<file path="src/rtl/urv_mem_arbiter.sv">
// urv_mem_arbiter: shares one single-port synchronous RAM between the urv_cpu
// fetch port (im_*) and data port (dm_*), and routes data accesses at or above
// IO_BASE to a simple I/O bus.
// Optional build macro URV_MEM_ARB_RR_EN: round-robin between a pending data
// access and instruction fetch. Undefined: data always wins.
module urv_mem_arbiter #(
  parameter int          ADDR_WIDTH = 14,
  parameter logic [31:0] IO_BASE    = 32'h00100000
) (
  input  logic                  clk_i,
  input  logic                  rst_i,
  input  logic [31:0]           im_addr_i,
  output logic [31:0]           im_data_o,
  output logic                  im_valid_o,
  input  logic [31:0]           dm_addr_i,
  input  logic [31:0]           dm_data_s_i,
  input  logic [3:0]            dm_data_select_i,
  input  logic                  dm_store_i,
  input  logic                  dm_load_i,
  output logic [31:0]           dm_data_l_o,
  output logic                  dm_load_done_o,
  output logic                  dm_store_done_o,
  output logic                  dm_ready_o,
  output logic [ADDR_WIDTH-1:0] ram_addr_o,
  output logic                  ram_en_o,
  output logic [3:0]            ram_we_o,
  output logic [31:0]           ram_wdata_o,
  input  logic [31:0]           ram_rdata_i,
  output logic                  io_rd_o,
  output logic                  io_wr_o,
  output logic [31:0]           io_addr_o,
  output logic [31:0]           io_wdata_o,
  output logic [3:0]            io_sel_o,
  input  logic [31:0]           io_rdata_i,
  input  logic                  io_ready_i
);

  // Handshake: a data request is taken in any cycle where dm_ready_o=1 and
  // dm_load_i or dm_store_i is high; completion is a one-cycle done pulse.
  typedef enum logic [1:0] {S_IDLE, S_DPEND, S_IO_WAIT} state_t;

  state_t          state_q, state_d;
  logic [31:0]     addr_q, addr_d;
  logic [31:0]     wdata_q, wdata_d;
  logic [3:0]      sel_q, sel_d;
  logic            store_q, store_d;
  logic            fetch_q, fetch_d;     // a fetch was issued last cycle
  logic            ld_done_q, ld_done_d; // a RAM load was issued last cycle
`ifdef URV_MEM_ARB_RR_EN
  logic            rr_q, rr_d;           // last contested RAM grant went to data
`endif

  logic                  ready_c, dm_req_c, io_tgt_c, data_grant_c;
  logic                  ram_en_c, st_done_c, io_ld_done_c;
  logic [3:0]            ram_we_c;
  logic [ADDR_WIDTH-1:0] ram_addr_c;
  logic [31:0]           ram_wdata_c;
  logic                  io_act_c;
  logic                  unused_addr_bits;

  assign unused_addr_bits = ^{im_addr_i[31:ADDR_WIDTH+2], im_addr_i[1:0]};

  // Next-state, request capture and RAM port arbitration
  always_comb begin
    state_d      = state_q;
    addr_d       = addr_q;
    wdata_d      = wdata_q;
    sel_d        = sel_q;
    store_d      = store_q;
    fetch_d      = 1'b0;
    ld_done_d    = 1'b0;
`ifdef URV_MEM_ARB_RR_EN
    rr_d         = rr_q;
`endif
    ready_c      = (state_q == S_IDLE) && !ld_done_q;
    dm_req_c     = ready_c && (dm_load_i || dm_store_i);
    io_tgt_c     = (addr_q >= IO_BASE);
    data_grant_c = 1'b0;
    ram_en_c     = 1'b0;
    ram_we_c     = 4'b0000;
    ram_addr_c   = im_addr_i[ADDR_WIDTH+1:2];
    ram_wdata_c  = 32'h0;
    st_done_c    = 1'b0;
    io_ld_done_c = 1'b0;
    case (state_q)
      S_IDLE: begin
        ram_en_c = 1'b1;
        fetch_d  = 1'b1;
        if (dm_req_c) begin
          addr_d  = dm_addr_i;
          wdata_d = dm_data_s_i;
          sel_d   = dm_data_select_i;
          store_d = dm_store_i; // store wins when both are requested
          state_d = S_DPEND;
        end
      end
      S_DPEND: begin
        if (io_tgt_c) begin
          // RAM is free while the I/O access runs, so keep fetching
          ram_en_c = 1'b1;
          fetch_d  = 1'b1;
          state_d  = S_IO_WAIT;
        end else begin
          data_grant_c = 1'b1;
`ifdef URV_MEM_ARB_RR_EN
          if (rr_q) begin
            data_grant_c = 1'b0;
            ram_en_c     = 1'b1;
            fetch_d      = 1'b1;
            rr_d         = 1'b0;
          end else begin
            rr_d = 1'b1;
          end
`endif
          if (data_grant_c) begin
            ram_en_c   = 1'b1;
            ram_addr_c = addr_q[ADDR_WIDTH+1:2];
            state_d    = S_IDLE;
            if (store_q) begin
              ram_we_c    = sel_q;
              ram_wdata_c = wdata_q;
              st_done_c   = 1'b1;
            end else begin
              ld_done_d = 1'b1;
            end
          end
        end
      end
      S_IO_WAIT: begin
        ram_en_c = 1'b1;
        fetch_d  = 1'b1;
        if (io_ready_i) begin
          state_d      = S_IDLE;
          st_done_c    = store_q;
          io_ld_done_c = !store_q;
        end
      end
      default: state_d = S_IDLE;
    endcase
  end

  // State and captured-request registers with synchronous reset
  always_ff @(posedge clk_i) begin
    if (rst_i) begin
      state_q   <= S_IDLE;
      addr_q    <= 32'h0;
      wdata_q   <= 32'h0;
      sel_q     <= 4'b0000;
      store_q   <= 1'b0;
      fetch_q   <= 1'b0;
      ld_done_q <= 1'b0;
`ifdef URV_MEM_ARB_RR_EN
      rr_q      <= 1'b0;
`endif
    end else begin
      state_q   <= state_d;
      addr_q    <= addr_d;
      wdata_q   <= wdata_d;
      sel_q     <= sel_d;
      store_q   <= store_d;
      fetch_q   <= fetch_d;
      ld_done_q <= ld_done_d;
`ifdef URV_MEM_ARB_RR_EN
      rr_q      <= rr_d;
`endif
    end
  end

  // Every output is forced to zero while reset is asserted
  assign io_act_c        = (state_q == S_IO_WAIT);
  assign ram_en_o        = !rst_i && ram_en_c;
  assign ram_we_o        = rst_i ? 4'b0000 : ram_we_c;
  assign ram_addr_o      = rst_i ? '0 : ram_addr_c;
  assign ram_wdata_o     = rst_i ? 32'h0 : ram_wdata_c;
  assign im_valid_o      = !rst_i && fetch_q;
  assign im_data_o       = (!rst_i && fetch_q) ? ram_rdata_i : 32'h0;
  assign dm_ready_o      = !rst_i && ready_c;
  assign dm_store_done_o = !rst_i && st_done_c;
  assign dm_load_done_o  = !rst_i && (ld_done_q || io_ld_done_c);
  assign dm_data_l_o     = rst_i        ? 32'h0 :
                           ld_done_q    ? ram_rdata_i :
                           io_ld_done_c ? io_rdata_i : 32'h0;
  assign io_rd_o         = !rst_i && io_act_c && !store_q;
  assign io_wr_o         = !rst_i && io_act_c && store_q;
  assign io_addr_o       = (!rst_i && io_act_c) ? addr_q : 32'h0;
  assign io_wdata_o      = (!rst_i && io_act_c) ? wdata_q : 32'h0;
  assign io_sel_o        = (!rst_i && io_act_c) ? sel_q : 4'b0000;

endmodule

</file>
<file path="config.mk">
export PLATFORM = sky130hd
export DESIGN_NAME = urv_mem_arbiter
export DESIGN_NICKNAME = d
export VERILOG_FILES = /design/src/rtl/urv_mem_arbiter.sv
export SDC_FILE = /design/constraint.sdc
export NUM_CORES = 1
export LEC_CHECK = 0
export CELL_PAD_IN_SITES_DETAIL_PLACEMENT = 0
export CELL_PAD_IN_SITES_GLOBAL_PLACEMENT = 1
export CORE_AREA = 2 2 139 141
export CTS_BUF_LIST = sky130_fd_sc_hd__clkbuf_4 sky130_fd_sc_hd__clkbuf_8
export DETAILED_ROUTE_END_ITERATION = 12
export DIE_AREA = 0 0 141 143
export DONT_BUFFER_PORTS = 1
export PLACE_DENSITY_LB_ADDON = 0.1
export SLEW_MARGIN = 0
export SYNTH_ARGS = -nofsm -noshare
export SYNTH_HDL_FRONTEND = slang
export SYNTH_SLANG_ARGS = --single-unit
</file>
<file path="constraint.sdc">
create_clock -name clk_i -period 2.55 [get_ports clk_i]
set_input_delay 0.765 -clock clk_i [delete_from_list [all_inputs] [get_ports clk_i]]
set_output_delay 0.765 -clock clk_i [all_outputs]
set_load 0.03 [all_outputs]
</file>
-- Yosys cells after proc, flatten, opt, wreduce, memory -nomap -nowiden
Index checks and enable logic that the tools add are counted.
- magnitude comparators: 1
- equality and inequality tests: 4
- multiplexer cells: 32
- bitwise gates (word level): 1
- reduce and logical (&&, ||, !) cells: 21
- operators by type and width (kind ; count):
    $mux W32 ; 10
    $mux W14 ; 3
    $ge A32 B21 Y1 const B ; 1
    $mux W4 ; 5
    $logic_and A1 B1 Y1 ; 10
    $mux W1 ; 8
    $mux W2 ; 3
    $pmux W2 S3 ; 1
    $reduce_or A3 Y1 ; 2
    $ne A2 B2 Y1 const B ; 2
    $pmux W1 S2 ; 2
    $reduce_and A2 Y1 ; 2
    $logic_not A1 Y1 ; 3
    $eq A2 B1 Y1 const B ; 1
    $eq A2 B2 Y1 const B ; 1
    $logic_not A2 Y1 ; 1
    $logic_or A1 B1 Y1 ; 2
    $reduce_or A2 Y1 ; 1
    $not A1 Y1 ; 1
- flip-flop bits (word level): 73
- output and inout port bits: 189

-- Longest topological paths before layout
- depth in word-level cells: 6
- depth in mapped cells: 8

-- Worst setup path before layout
Ideal clock, no wire load.
- path kind: input -> output
- start point: in rst_i
- end point: out ram_wdata_o[10]
- arrival time: 1.988 ns
- slack: -0.203 ns
- cell stages on the path: 4
- path buffers: 2
- path through: clkbuf_1 > nand2b_1 > clkbuf_1 > nor3_1
- word-level cells in the longest chain between the ends: 1
- ends and longest elaborated chain (element ; RTL line ; RTL):
    from (decl) ; 11 ; input logic rst_i,
    $mux W32 ; 174 ; assign ram_wdata_o = rst_i ? 32'h0 : ram_wdata_c;
    to (decl) ; 27 ; output logic [31:0] ram_wdata_o,
No other way between the ends.

-- Final worst setup path
- start point: reg addr_q[22]
- end point: out ram_wdata_o[25]
- word-level cells in the longest chain between the ends: 4
- ends and longest elaborated chain (element ; RTL line ; RTL):
    from (decl) ; 43 ; logic [31:0] addr_q, addr_d;
    from (signal assigned) ; 157 ; addr_q <= addr_d;
    $ge A32 B21 Y1 ; 77 ; io_tgt_c = (addr_q >= IO_BASE);
    $mux W32 ; 98 ; if (io_tgt_c) begin
    $mux W32 ; 85 ; case (state_q)
    $mux W32 ; 174 ;
No other way between the ends.

==> results <==
==> final cells by class <==
class,instances,area (um^2),area share
Multi-Input combinational cell,486,4010,0.464
Tap cell,234,293,0.0339
Inverter,43,165,0.0191
Clock buffer,12,159,0.0184
Sequential cell,73,1480,0.171
Clock inverter,3,40.0,0.00463
Timing Repair Buffer,187,2500,0.290
==> worst max-delay path, cell delays in order (launching register included) <==
cell,delay (ns)
dfxtp_4,0.36
nor4_4,0.27
buf_4,0.16
nand4_1,0.13
buf_8,0.19
buf_8,0.15
nor3_4,0.22
buf_12,0.15
==> Yosys cell counts <==
master	n	area, um^2
a31oi_1	1	6.26
buf_6	3	33.8
o21ai_0	69	345
o2bb2ai_1	1	8.76
nor2b_1	3	18.8
nand2_1	2	7.51
buf_1	1	3.75
or2_2	1	6.26
nor2_1	37	139
nand3_1	69	345
a21oi_1	71	355
nor3_1	54	270
ha_1	4	50.1
nand2b_1	31	194
nand4_1	1	6.26
o21bai_1	2	15.0
clkbuf_1	50	188
a211oi_2	1	12.5
inv_1	43	161
and4_1	1	8.76
mux2i_1	46	460
a2111oi_0	1	8.76
and3b_1	1	8.76
nor3_2	20	200
and2_2	1	7.51
or3_1	1	6.26
o21ai_1	1	5.00
o31a_1	1	8.76
and2_1	63	394
buf_4	1	7.51
nor4_2	3	37.5
dfxtp_1	73	1460
buf_12	1	20.0
buf_2	16	80.1
clkbuf_2	1	5.00
==> state kept, by name (all words and copies together) (netlist names) <==
register and cells:
fetch_q 1, addr_q 32, state_q 2, sel_q 4
store_q 1, wdata_q 32, ld_done_q 1
==> cell families after synthesis <==
logic type,synth area share
and+or+nand+nor,0.338
AOI/OAI and AO/OA,0.157
DFF,0.299
muxes,0.0942
buffers and inverters,0.102
adders and majority gates,0.0102
==> through the flow <==
step,setup WS (ns),utilization
4_1_cts,-0.277,0.423
6_report,-0.214,0.465
3_5_place_dp,0.0354,0.361
3_3_place_gp,0.0442,0.361
2_1_floorplan,-0.203,-
5_1_grt,-0.300,0.465
==> layer usage <==
layer,global-route usage,share of wire,vias up
met2,0.383,0.53,259
met3,0.0553,0.072,20
met4,0.0584,0.015,0
li1,-,-,2543
met5,0,0,-
met1,0.230,0.38,2660
==> what timing repair did <==
action	CTS	global route
hold buffers	0	0
endpoints found under the setup margin	139	154
setup buffers	16	10
hold endpoints to repair	0	0
gates cloned	9	7
resized for setup	175	171
pin swaps	39	47
==> report_power, final <==
| group | internal (mW) | switching (mW) |
|---|---|---|
| sequential | 1.31 | 0.114 |
| combinational | 0.713 | 1.19 |
| clock | 0.509 | 0.449 |
==> final timing paths <==
| kind | startpoint | endpoint | slack [ns] |
|---|---|---|---|
| min | wdata_q[24]$_SDFFE_PP0P_ | wdata_q[24]$_SDFFE_PP0P_ | 0.48 |
| min reg2reg | wdata_q[24]$_SDFFE_PP0P_ | wdata_q[24]$_SDFFE_PP0P_ | 0.48 |
| max | addr_q[22]$_SDFFE_PP0P_ | ram_wdata_o[25] | -0.21 |
| max reg2reg | state_q[0]$_SDFFE_PP0P_ | addr_q[0]$_SDFFE_PP0P_ | 0.56 |
==> impl_results.md <==
- Status: finished with violations
- Failing checks: setup timing
- Slew @ Worst Pin: 0.701 ns
- Fill count: 1763
- Leakage: 3.54 nW
- Max-slew violation count: 0
- H-tree Lvls: 3
- Hold Crit Class: register to register
- Initial DRC Count: 216
- DRT Pass-1 Iters: 4
- DRT antenna net count: 0
- Fmax: 0.362 GHz
- P per Cell Area: 495 mW/mm^2
- Largest net degree at the start of global routing: 145
- Initial antenna violation count: 0
- Final worst slack: -0.214 ns
- Crit path capture type: output port
- First-pass GRT wire length: 31.9 mm
- CTS tree: done
- Final Wtd Congestion: 0.724
- Placement Rows: 50
- Crit Path Max Fanout: 7
- CTS root buf: clkbuf_8
- Min Tclk post-route: 2.76 ns
- Clock latency on the worst-skew pair: 0.36 ns
- Via count: 5482
- Max Cap Viol: 0
- Initial Util: 0.263
- Post-route insts no fill: 1038
- RSZ-0062 raised after global routing: yes
- Vias in the first global route: 5364
- Commonest cells after routing, fill and taps aside: 85 x buf_6, 71 x a21oi_1, 69 x nand3_1, 69 x o21ai_0, 66 x dfxtp_1
- Total CTS buffers: 9
- CTS Sinks: 73
- Routed WL: 22.9 mm
- Post-Syn Nets: 848
- Fin Hold WS: 0.476 ns
- Required time worst endpoint: 1.79 ns
- Synth cell types: 35
- Vias/cell: 5.28
- Synth-to-Final Area Change: 76.9%
- Layout cell share with drive strength beyond 1: 0.455
- Core area: 0.0186 mm^2
- Diodes inserted: 0
- CP Launch Type: register
- Most common cell after layout, fill and taps aside: buf_6
- # IOs: 358
- Fin Setup TNS: -8.95 ns
- Final instance area: 0.00864 mm^2
- Routed len/inst: 22.1 um
- Crit path arrival time: 2.00 ns
- Max transition margin: 0.533
- Buffers added on ports: 0
- Fin crit share: 1.08
- Die Span X: 141 um
- Gate Count Post-Synth: 675
- Worst R2R Path Depth: 7
- Mapped cell area: 0.00489 mm^2
- Gr usage total: 0.206
- Register area share after synthesis: 0.299
- Worst Clk Skew: 0.00968 ns
- Synth Register Bits: 73
- Die Y: 143 um
- Peak supply drop: 0.000295 V
- WHS Path Cells: 2
- Nets: 973
- Setup violations, final: 95
- HPWL Detailed: 14.1 mm
- Post-route DRC: 0
- Placed Instance Area: 0.00671 mm^2
- Final Hold Viols: 0
- Tot Pwr: 4.28 mW
- Die Area: 0.0202 mm^2
- Clock slew seen by the registers of the worst setup and hold paths: 0.08 ns
- CTS max path bufs: 2
- Avg Cell Area, Syn: 7.24 um^2
- Ys Warns: 0
- Crit Path Category: register to output port
- Dpl cells: 989
- GRT overflow: 0
Power figures use the tool's default switching activity.
